<file path="src/rtl/fft_4_stream_ctrl_pkg.sv">
// rtl/fft_4_stream_ctrl_pkg.sv - shared FSM state type and point count for the 4-point FFT stream controller
package fft_4_stream_ctrl_pkg;

    localparam int FFT_POINTS = 4;

    typedef enum logic [1:0] {
        LOAD  = 2'd0,
        CALC  = 2'd1,
        DRAIN = 2'd2
    } state_e;

endpackage

</file>
<file path="src/rtl/fft_4_stream_ctrl_fft_4.sv">
// rtl/fft_4_stream_ctrl_fft_4.sv - combinational 4-point DFT, wrapping two's complement, no scaling
// Ports: x0..x3 (re/im) time-domain samples in; y1..y4 (re/im) bins X0..X3 out.
module fft_4 #(
    parameter int DATA_WIDTH = 64
) (
    input  logic [DATA_WIDTH-1:0] x0_re_i,
    input  logic [DATA_WIDTH-1:0] x0_im_i,
    input  logic [DATA_WIDTH-1:0] x1_re_i,
    input  logic [DATA_WIDTH-1:0] x1_im_i,
    input  logic [DATA_WIDTH-1:0] x2_re_i,
    input  logic [DATA_WIDTH-1:0] x2_im_i,
    input  logic [DATA_WIDTH-1:0] x3_re_i,
    input  logic [DATA_WIDTH-1:0] x3_im_i,
    output logic [DATA_WIDTH-1:0] y1_re_o,
    output logic [DATA_WIDTH-1:0] y1_im_o,
    output logic [DATA_WIDTH-1:0] y2_re_o,
    output logic [DATA_WIDTH-1:0] y2_im_o,
    output logic [DATA_WIDTH-1:0] y3_re_o,
    output logic [DATA_WIDTH-1:0] y3_im_o,
    output logic [DATA_WIDTH-1:0] y4_re_o,
    output logic [DATA_WIDTH-1:0] y4_im_o
);

    // X0 = x0 + x1 + x2 + x3
    assign y1_re_o = x0_re_i + x1_re_i + x2_re_i + x3_re_i;
    assign y1_im_o = x0_im_i + x1_im_i + x2_im_i + x3_im_i;
    // X1 = x0 - j*x1 - x2 + j*x3
    assign y2_re_o = x0_re_i + x1_im_i - x2_re_i - x3_im_i;
    assign y2_im_o = x0_im_i - x1_re_i - x2_im_i + x3_re_i;
    // X2 = x0 - x1 + x2 - x3
    assign y3_re_o = x0_re_i - x1_re_i + x2_re_i - x3_re_i;
    assign y3_im_o = x0_im_i - x1_im_i + x2_im_i - x3_im_i;
    // X3 = x0 + j*x1 - x2 - j*x3
    assign y4_re_o = x0_re_i - x1_im_i - x2_re_i + x3_im_i;
    assign y4_im_o = x0_im_i + x1_re_i - x2_im_i - x3_re_i;

endmodule

</file>
<file path="src/rtl/fft_4_stream_ctrl.sv">
// rtl/fft_4_stream_ctrl.sv - streaming controller: load 4 samples, compute 4-point DFT, drain 4 bins
// Ports: clk/rst_n; input stream in_valid/in_ready/in_re/in_im; output stream out_valid/out_ready/
// out_re/out_im/out_idx/out_last; busy; frame_cnt only when FFT_4_STREAM_CTRL_FRAME_CNT_EN is defined.
module fft_4_stream_ctrl
    import fft_4_stream_ctrl_pkg::*;
#(
    parameter int DATA_WIDTH = 64
) (
    input  logic                  clk,
    input  logic                  rst_n,
    input  logic                  in_valid,
    output logic                  in_ready,
    input  logic [DATA_WIDTH-1:0] in_re,
    input  logic [DATA_WIDTH-1:0] in_im,
    output logic                  out_valid,
    input  logic                  out_ready,
    output logic [DATA_WIDTH-1:0] out_re,
    output logic [DATA_WIDTH-1:0] out_im,
    output logic [1:0]            out_idx,
    output logic                  out_last,
    output logic                  busy
`ifdef FFT_4_STREAM_CTRL_FRAME_CNT_EN
    ,
    output logic [15:0]           frame_cnt
`endif
);

    localparam logic [1:0] LAST_IDX = 2'(FFT_POINTS - 1);

    state_e                         state_q, state_d;
    logic [1:0]                     cnt_q, cnt_d;
    logic [1:0]                     k_q, k_d;
    logic                           out_valid_q, out_valid_d;
    logic [3:0][DATA_WIDTH-1:0]     x_re_q, x_re_d, x_im_q, x_im_d;
    logic [3:0][DATA_WIDTH-1:0]     bin_re_q, bin_re_d, bin_im_q, bin_im_d;
    logic [3:0][DATA_WIDTH-1:0]     y_re, y_im;

    fft_4 #(.DATA_WIDTH(DATA_WIDTH)) u_fft_4 (
        .x0_re_i (x_re_q[0]), .x0_im_i (x_im_q[0]),
        .x1_re_i (x_re_q[1]), .x1_im_i (x_im_q[1]),
        .x2_re_i (x_re_q[2]), .x2_im_i (x_im_q[2]),
        .x3_re_i (x_re_q[3]), .x3_im_i (x_im_q[3]),
        .y1_re_o (y_re[0]),   .y1_im_o (y_im[0]),
        .y2_re_o (y_re[1]),   .y2_im_o (y_im[1]),
        .y3_re_o (y_re[2]),   .y3_im_o (y_im[2]),
        .y4_re_o (y_re[3]),   .y4_im_o (y_im[3])
    );

    always_comb begin
        state_d     = state_q;
        cnt_d       = cnt_q;
        k_d         = k_q;
        out_valid_d = out_valid_q;
        x_re_d      = x_re_q;
        x_im_d      = x_im_q;
        bin_re_d    = bin_re_q;
        bin_im_d    = bin_im_q;
        case (state_q)
            LOAD: begin
                if (in_valid) begin
                    x_re_d[cnt_q] = in_re;
                    x_im_d[cnt_q] = in_im;
                    cnt_d         = cnt_q + 2'd1;
                    if (cnt_q == LAST_IDX) state_d = CALC;
                end
            end
            CALC: begin
                bin_re_d = y_re;
                bin_im_d = y_im;
                k_d      = 2'd0;
                state_d  = DRAIN;
            end
            DRAIN: begin
                // First DRAIN cycle only raises out_valid; this gives the
                // two-cycle gap between the last accept and the first offer.
                if (!out_valid_q) begin
                    out_valid_d = 1'b1;
                end else if (out_ready) begin
                    if (k_q == LAST_IDX) begin
                        out_valid_d = 1'b0;
                        k_d         = 2'd0;
                        state_d     = LOAD;
                    end else begin
                        k_d = k_q + 2'd1;
                    end
                end
            end
            default: state_d = LOAD;
        endcase
    end

    always_ff @(posedge clk or negedge rst_n) begin
        if (!rst_n) begin
            state_q     <= LOAD;
            cnt_q       <= 2'd0;
            k_q         <= 2'd0;
            out_valid_q <= 1'b0;
            x_re_q      <= '0;
            x_im_q      <= '0;
            bin_re_q    <= '0;
            bin_im_q    <= '0;
        end else begin
            state_q     <= state_d;
            cnt_q       <= cnt_d;
            k_q         <= k_d;
            out_valid_q <= out_valid_d;
            x_re_q      <= x_re_d;
            x_im_q      <= x_im_d;
            bin_re_q    <= bin_re_d;
            bin_im_q    <= bin_im_d;
        end
    end

    // Bins are registered and only change in CALC, so indexing by k keeps
    // the output stable across stalls and reads 0 right after reset.
    assign in_ready  = (state_q == LOAD);
    assign out_valid = out_valid_q;
    assign out_re    = bin_re_q[k_q];
    assign out_im    = bin_im_q[k_q];
    assign out_idx   = k_q;
    assign out_last  = out_valid_q && (k_q == LAST_IDX);
    assign busy      = (state_q != LOAD) || (cnt_q != 2'd0);

`ifdef FFT_4_STREAM_CTRL_FRAME_CNT_EN
    logic [15:0] frame_cnt_q;

    always_ff @(posedge clk or negedge rst_n) begin
        if (!rst_n) begin
            frame_cnt_q <= 16'd0;
        end else if (out_last && out_ready) begin
            frame_cnt_q <= frame_cnt_q + 16'd1;
        end
    end

    assign frame_cnt = frame_cnt_q;
`endif

endmodule

</file>
<file path="config.mk">
export PLATFORM = sky130hd
export DESIGN_NAME = fft_4_stream_ctrl
export DESIGN_NICKNAME = d
export VERILOG_FILES = /design/src/rtl/fft_4_stream_ctrl_pkg.sv /design/src/rtl/fft_4_stream_ctrl_fft_4.sv /design/src/rtl/fft_4_stream_ctrl.sv
export SDC_FILE = /design/constraint.sdc
export NUM_CORES = 2
export LEC_CHECK = 0
export CORE_ASPECT_RATIO = 0.75
export CORE_UTILIZATION = 50
export DETAILED_ROUTE_END_ITERATION = 10
export HOLD_SLACK_MARGIN = 0.1
export PLACE_DENSITY = 0.67
export SYNTH_ARGS = -nofsm -noshare
export SYNTH_HDL_FRONTEND = slang
export SYNTH_SLANG_ARGS = --single-unit
export TNS_END_PERCENT = 5
</file>
<file path="constraint.sdc">
create_clock -name clk -period 8.1 [get_ports clk]
set_input_delay 1.215 -clock clk [delete_from_list [all_inputs] [get_ports clk]]
set_output_delay 1.215 -clock clk [all_outputs]
set_load 0.05 [all_outputs]
</file>
==> summary.md <==
| Metric | Value |
|---|---|
| Outcome | `finished, violations left` |
| Failing checks | `max-capacitance violations, max-slew violations` |
| Synth Area in XOR/XNOR | `4.32%` |
| DR pass1 iterations | `8` |
| Simple-gate portion of the synthesized area | `11.0%` |
| Achievable frequency | `149 MHz` |
| GP Congestion | `1.08` |
| Flop2flop setup slack | `1.41 ns` |
| Setup Buffers After CTS | `0` |
| Vias per Instance | `6.08` |
| Die area | `189000 µm²` |
| Layout cells sized above 1 | `4.66%` |
| I/O pin cnt | `266` |
| Clock Skews | `0.0396 ns` |
| RSZ-0062 raised after global routing | `false` |
| Total core area | `186000 µm²` |
| Distinct cells, synth | `96` |
| Avg Cell Area, Syn | `9.13 µm²` |
| Cells along the critical path | `inv_1 > fa_1 > inv_1 > fa_1 > inv_1 > ha_1 > inv_1 > fa_1 > nor2b_1 > o31a_1 > o22ai_1 > buf_4 > a211oi_1 > o2111ai_1 > a21oi_1 > o21ai_1 > a2111oi_0 > o31ai_1 > and3_1 > o31ai_1` |
| Worst path most repeated cell | `inv_1` |
| Max-cap violation count | `1` |
| Cts repair resizes | `0` |
| Worst Hold Class | `input port to async pin` |
| Syn_nets | `11900` |
| Yosys top cell area share | `27.5%` |
| Synth warnings | `0` |
| Via count | `78500` |
| Most common cell after layout, fill and taps aside | `inv_1` |
| Multiplexer share of the synthesized area | `3.39%` |
| Wirelength per Cell | `28.3 µm` |
| Leading area contributor after synthesis | `dfrtp_1` |
| Clock Sinks | `1031` |
| Final Cycle Share | `82.6%` |
| CP max stage delay | `0.93 ns` |
| WL met3 | `49.3 mm` |
| Final #Nets | `11900` |
| FF-to-FF path depth | `20` |
| Inst Count DP | `12700` |
| Pin count of the biggest net entering global routing | `244` |
| Drt drc | `0` |
| First-pass GRT wire length | `526 mm` |
| Most frequent cells in the layout | `inv_1, nand2_1, o21ai_0` |
| Total track usage | `38.6%` |
| Worst-Skew Late Latency | `0.81 ns` |
| Cts bufs inserted | `118` |
| Die Ht | `377 µm` |
| Post-Synth Adder-Cell Area | `28.4%` |
| Sequential area share after synthesis | `27.5%` |
| Highest Signal Layer | `met5` |
| Post-route insts no fill | `12900` |
| Min Hold Slack | `0.444 ns` |
| Crit end category | `flop` |
| Setup crit start kind | `flop` |
| Fin. Hold Viols | `0` |
| Dpl hpwl | `302 mm` |
| Slew margin rel. | `-4.54%` |
| Die width | `502 µm` |
| CTS Buffer Depth | `3` |
| Row cnt | `137` |
| GRT overflow | `0` |
| Crit path max fanout | `4` |
| Starting density of the core | `50.4%` |
| M1 WL | `165 mm` |
| Crit path arrival time | `7.41 ns` |
| Antenna-violating nets left | `0` |
| Synth area leaders | `dfrtp_1, fa_1, ha_1` |
| Synth Flop Type | `dfrtp_1` |
| Number of synthesized flops with an enable pin | `0` |
| Reg2reg end | `bin_im_q[190]` |
| Cells after Synth | `10300` |
| TritonCTS clock tree | `built` |
| Final Setup Violations | `0` |
| Max-slew violation count | `3` |
| R2R Path Start | `x_im_q[64]` |
| H-tree levels | `3` |
| CP max stage cell | `a2111oi_0` |
| Worst-margin pin slew | `1.55 ns` |
| Setup TNS | `0 ns` |
| Post-Syn Area | `93800 µm²` |
| Hold Buf Count CTS | `0` |
| Port Buffer Count | `265` |
| Worst-path clk slew | `0.07 ns` |
| Layout area overhead | `9.85%` |
| Combinational family with the most area after synthesis | `adder cells` |
| Drt first-iter violations | `10600` |
| CP Class | `flop to flop` |
| Initial antenna violation count | `19` |
| Post-synthesis async set-or-reset flop share | `100%` |
| Crit path required time | `8.81 ns` |
| Vias in the first global route | `75800` |
| Fin crit period | `6.69 ns` |
| Yosys reg bits | `1031` |
| CTS Root Buffer Type | `clkbuf_16` |
| Compound-Gate Fraction of Synth Area | `17.3%` |
| Final wirelength | `365 mm` |
| Wire length on met2 | `139 mm` |
## Yosys cell counts (70+ instances only)
library cell,n
inv_1,1592
nand2_1,1418
o21ai_0,1173
dfrtp_1,1031
fa_1,1008
a21oi_1,589
ha_1,515
clkbuf_1,393
a21o_1,324
nor2_1,283
xnor2_1,252
xor2_1,210
nand4_1,129
mux4_2,128
nand3_1,126
o21bai_1,97
nor3_1,77
o21ai_1,75
a31oi_1,74
and3_1,70
## worst max-delay path by stage
stage | end | slack (ns) | depth (start not counted) | startpoint
finish | bin_im_q[190] | 1.41 | 20 | x_im_q[64]
global route | bin_im_q[190] | 1.34 | 20 | x_im_q[64]
CTS | bin_im_q[124] | 1.76 | 19 | x_im_q[128]
detailed placement | bin_im_q[124] | 1.76 | 19 | x_im_q[128]
global placement | bin_im_q[116] | 1.82 | 19 | x_im_q[128]
floorplan | bin_re_q[35] | 3.66 | 15 | x_re_q[129]
## cell families after synthesis
kind of cell	Yosys count
compound gates	2735
mux	155
simple gates	2347
buf+inv	2018
xor+xnor	462
flops	1031
fa+ha+maj	1523
## critical path, delay by kind of cell, from the launching register on
family,cells,cell delay [ns]
AO/OA/AOI/OAI,9,3.70
adder cells (fa/ha/maj),4,1.50
buffers and inverters,5,0.62
flip-flops,1,0.40
AND/OR/NAND/NOR,2,0.38
## layout make-up
class | instances | area [µm²]
diodes | 6 | 15.0
clock buffers | 157 | 3370
clock inverters | 65 | 941
fillers | 16900 | 83200
inverters | 1592 | 5980
multi-input cells | 7222 | 60400
flip-flops and latches | 1031 | 25800
well taps | 2502 | 3130
repair buffers | 327 | 3310
## registers in the layout, indices dropped and copies added, names as in the netlist
register	cells
bin_im_q	256
bin_re_q	256
x_im_q	256
x_re_q	256
cnt_q	2
out_idx	2
state_q	2
out_valid	1
## metal layers
layer | up-vias | global-route usage [%]
met1 | 39500 | 59.4
met4 | 20 | 11.1
met5 | - | 0.461
li1 | 34000 | -
met2 | 4418 | 49.3
met3 | 500 | 14.5
## per-stage QoR
| stage | instance area (µm²) | util (%) | setup WS, ns |
|---|---|---|---|
| 2_1_floorplan | 93800 | - | 3.66 |
| 3_3_place_gp | 98700 | 53.0 | 1.82 |
| 3_5_place_dp | 98700 | 53.0 | 1.76 |
| 4_1_cts | 103000 | 55.3 | 1.76 |
| 5_1_grt | 103000 | 55.3 | 1.34 |
| 6_report | 103000 | 55.3 | 1.41 |
Power is left out: the tool's default activity adds up to more than one toggle a clock period on the data nets, which glitch-free logic cannot reach.
